File: config.mk
export PLATFORM = sky130hd
export DESIGN_NAME = clken_gen
export DESIGN_NICKNAME = d
export VERILOG_FILES = /design/src/rtl/clken_pkg.sv /design/src/rtl/clken_chan.sv /design/src/rtl/clken_gen.sv
export SDC_FILE = /design/constraint.sdc
export NUM_CORES = 1
export LEC_CHECK = 0
export CORE_ASPECT_RATIO = 0.8
export CORE_MARGIN = 1
export CORE_UTILIZATION = 25
export CTS_CLUSTER_SIZE = 20
export DETAILED_ROUTE_END_ITERATION = 10
export GPL_ROUTABILITY_DRIVEN = 0
export HOLD_SLACK_MARGIN = 0.03
export PLACE_DENSITY_LB_ADDON = 0.1
export SYNTH_ARGS = -nofsm -noshare
export SYNTH_HDL_FRONTEND = slang
export SYNTH_HIERARCHICAL = 1
export SYNTH_SLANG_ARGS = --single-unit
File: constraint.sdc
create_clock -name clk -period 1.8 [get_ports clk]
set_input_delay 0.36 -clock clk [delete_from_list [all_inputs] [get_ports clk]]
set_output_delay 0.36 -clock clk [all_outputs]
set_load 0.01 [all_outputs]
File: src/rtl/clken_pkg.sv
// clken_pkg: shared constants and helpers for the clock-enable generator.
// Holds turbo encodings, exponent packing helpers and a constant clog2.
package clken_pkg;

    localparam int EXP_W   = 3;
    localparam int TURBO_W = 2;

    // Turbo encodings (effective exponent reduction)
    localparam logic [TURBO_W-1:0] T1MHZ = 2'd0;
    localparam logic [TURBO_W-1:0] T2MHZ = 2'd1;
    localparam logic [TURBO_W-1:0] T4MHZ = 2'd2;

    // Constant-evaluable ceiling log2, never below 1 bit.
    function automatic int clog2(input int value);
        int r;
        r = 0;
        while ((1 << r) < value) r++;
        return (r < 1) ? 1 : r;
    endfunction

    // Extract channel ch's base exponent from the packed vector
    // (channel 0 occupies the least significant field).
    function automatic logic [EXP_W-1:0] ch_exp(
        input logic [63:0] pk_exp,
        input int          ch
    );
        return pk_exp[ch*EXP_W +: EXP_W];
    endfunction

    // Base exponent minus turbo, saturating at zero.
    function automatic logic [EXP_W-1:0] eff_exp(
        input logic [EXP_W-1:0]   base,
        input logic [TURBO_W-1:0] turbo
    );
        logic [EXP_W-1:0] t;
        t = EXP_W'(turbo);
        return (base > t) ? (base - t) : '0;
    endfunction

endpackage

File: src/rtl/clken_chan.sv
// clken_chan: one enable channel. Fires in the active window when the
// position is aligned to 2^i_exp, unless paused and pausable.
//   clk, reset_n   : clock, async active-low reset
//   i_pos          : frame position
//   i_exp          : effective period exponent
//   i_paused       : frame-aligned pause state
//   i_pausable     : this channel obeys pause
//   o_clken        : registered enable pulse
module clken_chan
    import clken_pkg::*;
#(
    parameter int CNT_W      = 5,
    parameter int ACTIVE_LEN = 16
) (
    input  logic             clk,
    input  logic             reset_n,
    input  logic [CNT_W-1:0] i_pos,
    input  logic [EXP_W-1:0] i_exp,
    input  logic             i_paused,
    input  logic             i_pausable,
    output logic             o_clken
);

    // Wide enough that a mask of any exponent never truncates.
    localparam int PW = CNT_W + (1 << EXP_W);
    localparam logic [CNT_W:0] ACT_END = (CNT_W+1)'(ACTIVE_LEN);

    logic [PW-1:0] w_pos_x;
    logic [PW-1:0] w_mask;
    logic          w_active;
    logic          w_aligned;
    logic          w_block;
    logic          r_clken;

    assign w_pos_x   = PW'(i_pos);
    // e = 0 gives an empty mask, so every active cycle aligns.
    assign w_mask    = (PW'(1) << i_exp) - PW'(1);
    assign w_active  = ({1'b0, i_pos} < ACT_END);
    assign w_aligned = ((w_pos_x & w_mask) == '0);
    assign w_block   = i_paused & i_pausable;

    always_ff @(posedge clk or negedge reset_n) begin
        if (!reset_n) begin
            r_clken <= 1'b0;
        end else begin
            r_clken <= w_active & w_aligned & ~w_block;
        end
    end

    assign o_clken = r_clken;

endmodule

File: src/rtl/clken_gen.sv
// clken_gen: frame-based clock-enable generator with turbo scaling
// and a pause handshake for pausable channels.
//   clk, reset_n : system clock, async active-low reset
//   turbo        : requested speed (sampled and clamped at frame wrap)
//   pause_req    : level request to stop pausable channels
//   pause_ack    : pausable channels are stopped
//   clken        : registered enable per channel
//   clken0_d1    : clken[0] delayed one clock
//   frame_start  : pulse coincident with pos == 0
//   pos          : frame position
module clken_gen
    import clken_pkg::*;
#(
    parameter int                      FRAME_LEN   = 25,
    parameter int                      ACTIVE_LEN  = 16,
    parameter int                      NUM_CH      = 3,
    parameter logic [EXP_W*NUM_CH-1:0] CH_EXP      = {3'd4, 3'd4, 3'd2},
    parameter logic [NUM_CH-1:0]       CH_PAUSABLE = 3'b001,
    parameter int                      MAX_TURBO   = int'(T4MHZ),
    localparam int                     CNT_W       = clog2(FRAME_LEN)
) (
    input  logic               clk,
    input  logic               reset_n,
    input  logic [1:0]         turbo,
    input  logic               pause_req,
    output logic               pause_ack,
    output logic [NUM_CH-1:0]  clken,
    output logic               clken0_d1,
    output logic               frame_start,
    output logic [CNT_W-1:0]   pos
);

    localparam logic [CNT_W-1:0]   LAST_POS  = CNT_W'(FRAME_LEN - 1);
    localparam logic [TURBO_W-1:0] TURBO_CAP = TURBO_W'(MAX_TURBO);
    localparam logic [63:0]        EXP_VEC   = 64'(CH_EXP);

    logic [CNT_W-1:0]   r_pos;
    logic [TURBO_W-1:0] r_turbo_eff;
    logic               r_paused;
    logic               r_pause_ack;
    logic               r_frame_start;
    logic               r_clken0_d1;

    logic               w_wrap;
    logic [TURBO_W-1:0] w_turbo_clamped;
    logic [NUM_CH-1:0]  w_clken;

    assign w_wrap          = (r_pos == LAST_POS);
    assign w_turbo_clamped = (turbo > TURBO_CAP) ? TURBO_CAP : turbo;

    always_ff @(posedge clk or negedge reset_n) begin
        if (!reset_n) begin
            r_pos <= '0;
        end else if (w_wrap) begin
            r_pos <= '0;
        end else begin
            r_pos <= r_pos + 1'b1;
        end
    end

    // Mode changes only land at the wrap so no period is cut short.
    always_ff @(posedge clk or negedge reset_n) begin
        if (!reset_n) begin
            r_turbo_eff <= T1MHZ;
            r_paused    <= 1'b0;
        end else if (w_wrap) begin
            r_turbo_eff <= w_turbo_clamped;
            r_paused    <= pause_req;
        end
    end

    // Ack lags paused by one clock so it lines up with the first
    // suppressed enable slot.
    always_ff @(posedge clk or negedge reset_n) begin
        if (!reset_n) begin
            r_pause_ack   <= 1'b0;
            r_frame_start <= 1'b0;
            r_clken0_d1   <= 1'b0;
        end else begin
            r_pause_ack   <= r_paused;
            r_frame_start <= w_wrap;
            r_clken0_d1   <= w_clken[0];
        end
    end

    for (genvar g = 0; g < NUM_CH; g++) begin : g_chan
        logic [EXP_W-1:0] w_exp;

        assign w_exp = eff_exp(ch_exp(EXP_VEC, g), r_turbo_eff);

        clken_chan #(
            .CNT_W      (CNT_W),
            .ACTIVE_LEN (ACTIVE_LEN)
        ) u_chan (
            .clk        (clk),
            .reset_n    (reset_n),
            .i_pos      (r_pos),
            .i_exp      (w_exp),
            .i_paused   (r_paused),
            .i_pausable (CH_PAUSABLE[g]),
            .o_clken    (w_clken[g])
        );
    end

    assign pos         = r_pos;
    assign clken       = w_clken;
    assign clken0_d1   = r_clken0_d1;
    assign frame_start = r_frame_start;
    assign pause_ack   = r_pause_ack;

endmodule

==> results <==
- Setup violations remaining at the end of the flow were counted as 2.
- The number of hold buffers added after CTS was 0.
- After layout, the worst path uses 101% of the clock period.
- The number of endpoints with negative hold slack in the final report is 0.
- Cell internal power was estimated by the tool at between 0.0005 and 0.0006 W.
- The prevailing post-synth register cell is sky130_fd_sc_hd__dfrtp_1.
- The peak clock frequency supported by timing is 548 MHz.
- The root cell of the clock tree is sky130_fd_sc_hd__clkbuf_8.
- Detailed placement finished with a half-perimeter wire length of between 1 and 1.5 mm.
- The library cell contributing the largest single delay on the critical path is sky130_fd_sc_hd__dfrtp_2.
- Summing the areas of all compound-gate instances in the mapped netlist gives 9.56% of the synthesized area.
- The count of yosys warnings during synthesis is 6.
- The part of the power in registers is 41.5%.
- STA puts the critical path data arrival time at around 2.0 ns.
- Summing all multi-input logic gate instances after layout gives a little under 600 sq um.
- The startpoint type of the worst setup path is a flop.
- The reported net switching power is between 0.00015 and 0.0002 W.
- Per report_power, the combinational group accounts for about 18% of the total.
- Across every metal layer, demand over resource in global routing totals approximately 12%.
- The number of core rows is 18.
- The max-cap violation count is 0.
- The path type of the worst setup path is reg -> reg.
- For this design the static power due to leakage is 0.625 nW.
- The post-synthesis share of cell area spent on full adders, half adders and majority gates is between 10% and 20%.
- The largest voltage drop on the vdd net is between 0.2 and 0.25 mV.
- The fraction of registers with async set/reset is 100%.
- Across the whole layout, storage elements account for approximately 350 sq um.
- The tightest hold path in the finished design has a slack of ~0.38 ns.
- A synthesized cell averages approximately 11 sq um.
- Clock-pin slew was measured on the worst setup and hold paths at approximately 0.070 ns.
- The overall die width is 68.2 microns.
- The sum of internal, switching and leakage power is between 0.0007 and 0.0008 W.
- Summing the sequential cell areas from Yosys gives 39.9% of the chip area.
- The required time reported for the critical path endpoint is a little under 2 ns.
- The number of placed instances, taps included, is 150.
- Buffers placed on the I/O ports in this run total 15.
- The area added between synthesis and finish is 56.6%.
- The worst clock skew is 0.00177 ns.
- After floorplanning, the core was sized to cover roughly 3200 sq um.
- The number of design-rule violations left by the first detailed-router iteration is 9.
- After detailed routing, the number of vias per cell comes to approximately 4.4.
- The run finished, with violations left.
- The via count of the first global-routing pass is a little over 600.
- The clock network is responsible for 40.7% of the overall power.
- At the placement stage, the worst setup path has a slack of -0.119 ns.
- The count of flip-flops with a built-in enable after synthesis is 0.
- Of the cells placed in the final design, the portion with a size suffix greater than 1 is between 40 and 50%.
- The floorplan die area is about 3800 sq um.
- The detailed-route DRC error count is 0.
- The height of the die is ~55 microns.
- The first-pass GRT wire length is a little over 3 mm.
- The detail route stage leaves a number of antenna-violating nets equal to 0.
- Across all layers, the routed design uses approximately 690 vias.
- The min-delay analysis places its worst path in the category in -> async.
- Yosys instantiated no cell more often than sky130_fd_sc_hd__dfrtp_1.
- The number of placed I/O pins is 16.
- Counting distinct cell types in the post-synthesis netlist gives 26.
- The delay of the slowest cell on the worst path is 0.45 ns.
- After Yosys synthesis, XOR and XNOR cells account for approximately 4% of the synthesized area.
- The number of antenna violations at the first check in global routing is 0.
- The routed wire length is between 1.5 and 2 mm.
- The total overflow left after global routing is 0.
- Excluding fillers, the count of instances in the completed layout stands at around 160.
- Setup repair after global routing could not meet its margin everywhere.
- After detailed routing, the average wire length per cell comes to roughly 13 microns.
- In this run the power density over the cells is about 570 nW/um^2.
- After Yosys synthesis, and, or, nand and nor cells account for between 20% and 30% of the synthesized area.
- The area of the mapped netlist is around 880 sq um.
- Traced cell by cell, the critical path runs through inv_4 -> ha_4 -> or3_4 -> ha_4 -> nand2b_4 -> nand3_2 -> a221oi_2.
- Ranked by total cell area, the synthesized netlist is headed by sky130_fd_sc_hd__dfrtp_1 40%, sky130_fd_sc_hd__ha_1 13%, sky130_fd_sc_hd__a221oi_2 5.1%, sky130_fd_sc_hd__or3_4 3.9%, sky130_fd_sc_hd__nand2_1 3.4%.
- The number of optimization iterations in the first detailed-route pass is 4.
- The final reports fail on setup timing.
- Clock tree synthesis found a total of 14 sinks.
- Of the total power, the share spent switching nets is 23.9%.
- The number of antenna diodes in the final layout is 0.
- TritonCTS created 3 clock buffers.
- The deepest clock path buffer count is 2.
- The net count of the finished layout is approximately 130.
- The number of levels the H-tree was split into is 1.
- The flip-flop and latch count after synthesis is 14.
- The final worst setup slack is -0.0241 ns.
- Entering global routing, the biggest net connects 10 pins.
- Of the post-synthesis cell area, the dominant cell type holds roughly 40%.
- In this run the worst path has a maximum fanout of 4.
- The final critical-path required period is between 1.5 and 2 ns.
- The kind of capture point of the worst setup path is a flop.
- Ranked by instance count, the synthesized netlist is headed by 14 x sky130_fd_sc_hd__dfrtp_1, 9 x sky130_fd_sc_hd__ha_1, 8 x sky130_fd_sc_hd__nand2_1.
- The final max-slew violation count is 0.
- The total of fill cells in the finished design is 310.
- The largest family of logic cells by synthesized area is simple AND/OR/NAND/NOR gates.
- The initial cell density of the core is between 20% and 30%.
- The clock tree from TritonCTS is built.
- At the end of the flow the core is filled with cells to 42.7%.
- The portion of netlist area occupied by mux cells is 4.14%.
- The number of cells produced by synthesis is 80.
- The insertion delay of the later-clocked pin in the worst-skew pair is between 0.2 and 0.3 ns.
- sky130_fd_sc_hd__dfrtp_1 takes more of the synthesized area than any other cell.
- The most frequent cell on the critical path is sky130_fd_sc_hd__ha_4.
## layer usage
layer  wire, microns  track usage [%]  vias up  part of all wire [%]
met4               0             4.17        0                     0
met3              40             3.07        0                   2.0
met5               0                0        -                     0
met1            1040             16.1      326                    52
li1                -                -      356                     -
met2             903             17.2       11                    45
## critical path, delay by kind of cell (launching register included)
| family | cells | cell delay (ns) |
|---|---|---|
| compound gates | 1 | 0.19 |
| fa+ha+maj | 2 | 0.47 |
| buf+inv | 1 | 0.08 |
| flops | 1 | 0.45 |
| simple gates | 3 | 0.54 |
## timing repair
| item | in CTS | in global routing |
|---|---|---|
| buffers inserted | 5 | 0 |
| gates cloned | 0 | 0 |
| pin swaps | 4 | 6 |
| endpoints found under the setup margin | 3 | 3 |
| resized for setup | 2 | 11 |
## power by group through the flow
| stage | Sequential (W) | Combinational (W) | Clock (W) |
|---|---|---|---|
| detailed placement | 0.000331 | 0.000110 | 0 |
| global placement | 0.000331 | 0.000109 | 0 |
| finish | 0.000325 | 0.000139 | 0.000319 |
| CTS | 0.000324 | 0.000126 | 0.000322 |
| global route | 0.000325 | 0.000153 | 0.000343 |
| floorplan | 0.000331 | 0.0000626 | 0 |
## worst paths after layout
path / from / end / slack, ns / cells after the start
worst max register to register: r_turbo_eff[0] / g_chan[1].u_chan/o_clken / -0.02 / 7
min in group clk: g_chan[0].u_chan/o_clken / clken0_d1 / 0.38 / 0
worst min register to register: g_chan[0].u_chan/o_clken / clken0_d1 / 0.38 / 0
worst min-delay path: reset_n / pos[0] / 0.38 / 1
max in group asynchronous: reset_n / pos[1] / 0.96 / 2
worst max-delay path: r_turbo_eff[0] / g_chan[1].u_chan/o_clken / -0.02 / 7
## layout make-up
class | count | area share, %
Timing Repair Buffer | 34 | 21.9
Clock buffer | 4 | 4.01
Sequential cell | 14 | 25.7
Tap cell | 40 | 3.64
Multi-Input combinational cell | 62 | 43.1
Inverter | 5 | 1.73
## placed cells by master (no fill, tap or decap), drive strengths merged, types with 2 or more instances in the layout
cell type / synthesis / routed
xor2: 3 / 3
or3: 3 / 3
and2: 2 / 2
clkdlybuf4s50: 0 / 15
nor2: 5 / 5
nand3: 3 / 3
a221oi: 3 / 3
mux2: 2 / 2
dfrtp: 14 / 14
conb: 2 / 3
inv: 5 / 5
buf: 0 / 19
and4b: 2 / 2
nand2b: 4 / 4
ha: 9 / 9
nor3b: 4 / 4
nand2: 8 / 8
clkbuf: 0 / 4
a21oi: 3 / 3
## sequential cells by signal (all words and copies together), names as in the netlist
register               count
frame_start                1
pos                        5
clken0_d1                  1
g_chan.u_chan/o_clken      3
r_turbo_eff                2
pause_ack                  1
r_paused                   1
## per-stage QoR
stage / cell area [sq um] / TNS [ns]
after global routing: 1370 / -0.245
final: 1370 / -0.0342
after detailed placement: 1200 / -0.205
after global placement: 1200 / -0.138
after floorplan: 900 / 0
after CTS: 1310 / -0.0896
## logic make-up (layout without fill, tap and decap cells)
group / count (synthesis) / count (layout)
fa+ha+maj: 9 / 9
buf+inv: 5 / 43
other cells: 2 / 3
xor+xnor: 4 / 4
mux: 3 / 3
compound gates: 9 / 9
simple gates: 34 / 34
flops: 14 / 14
(Power assumes the default switching activity.)
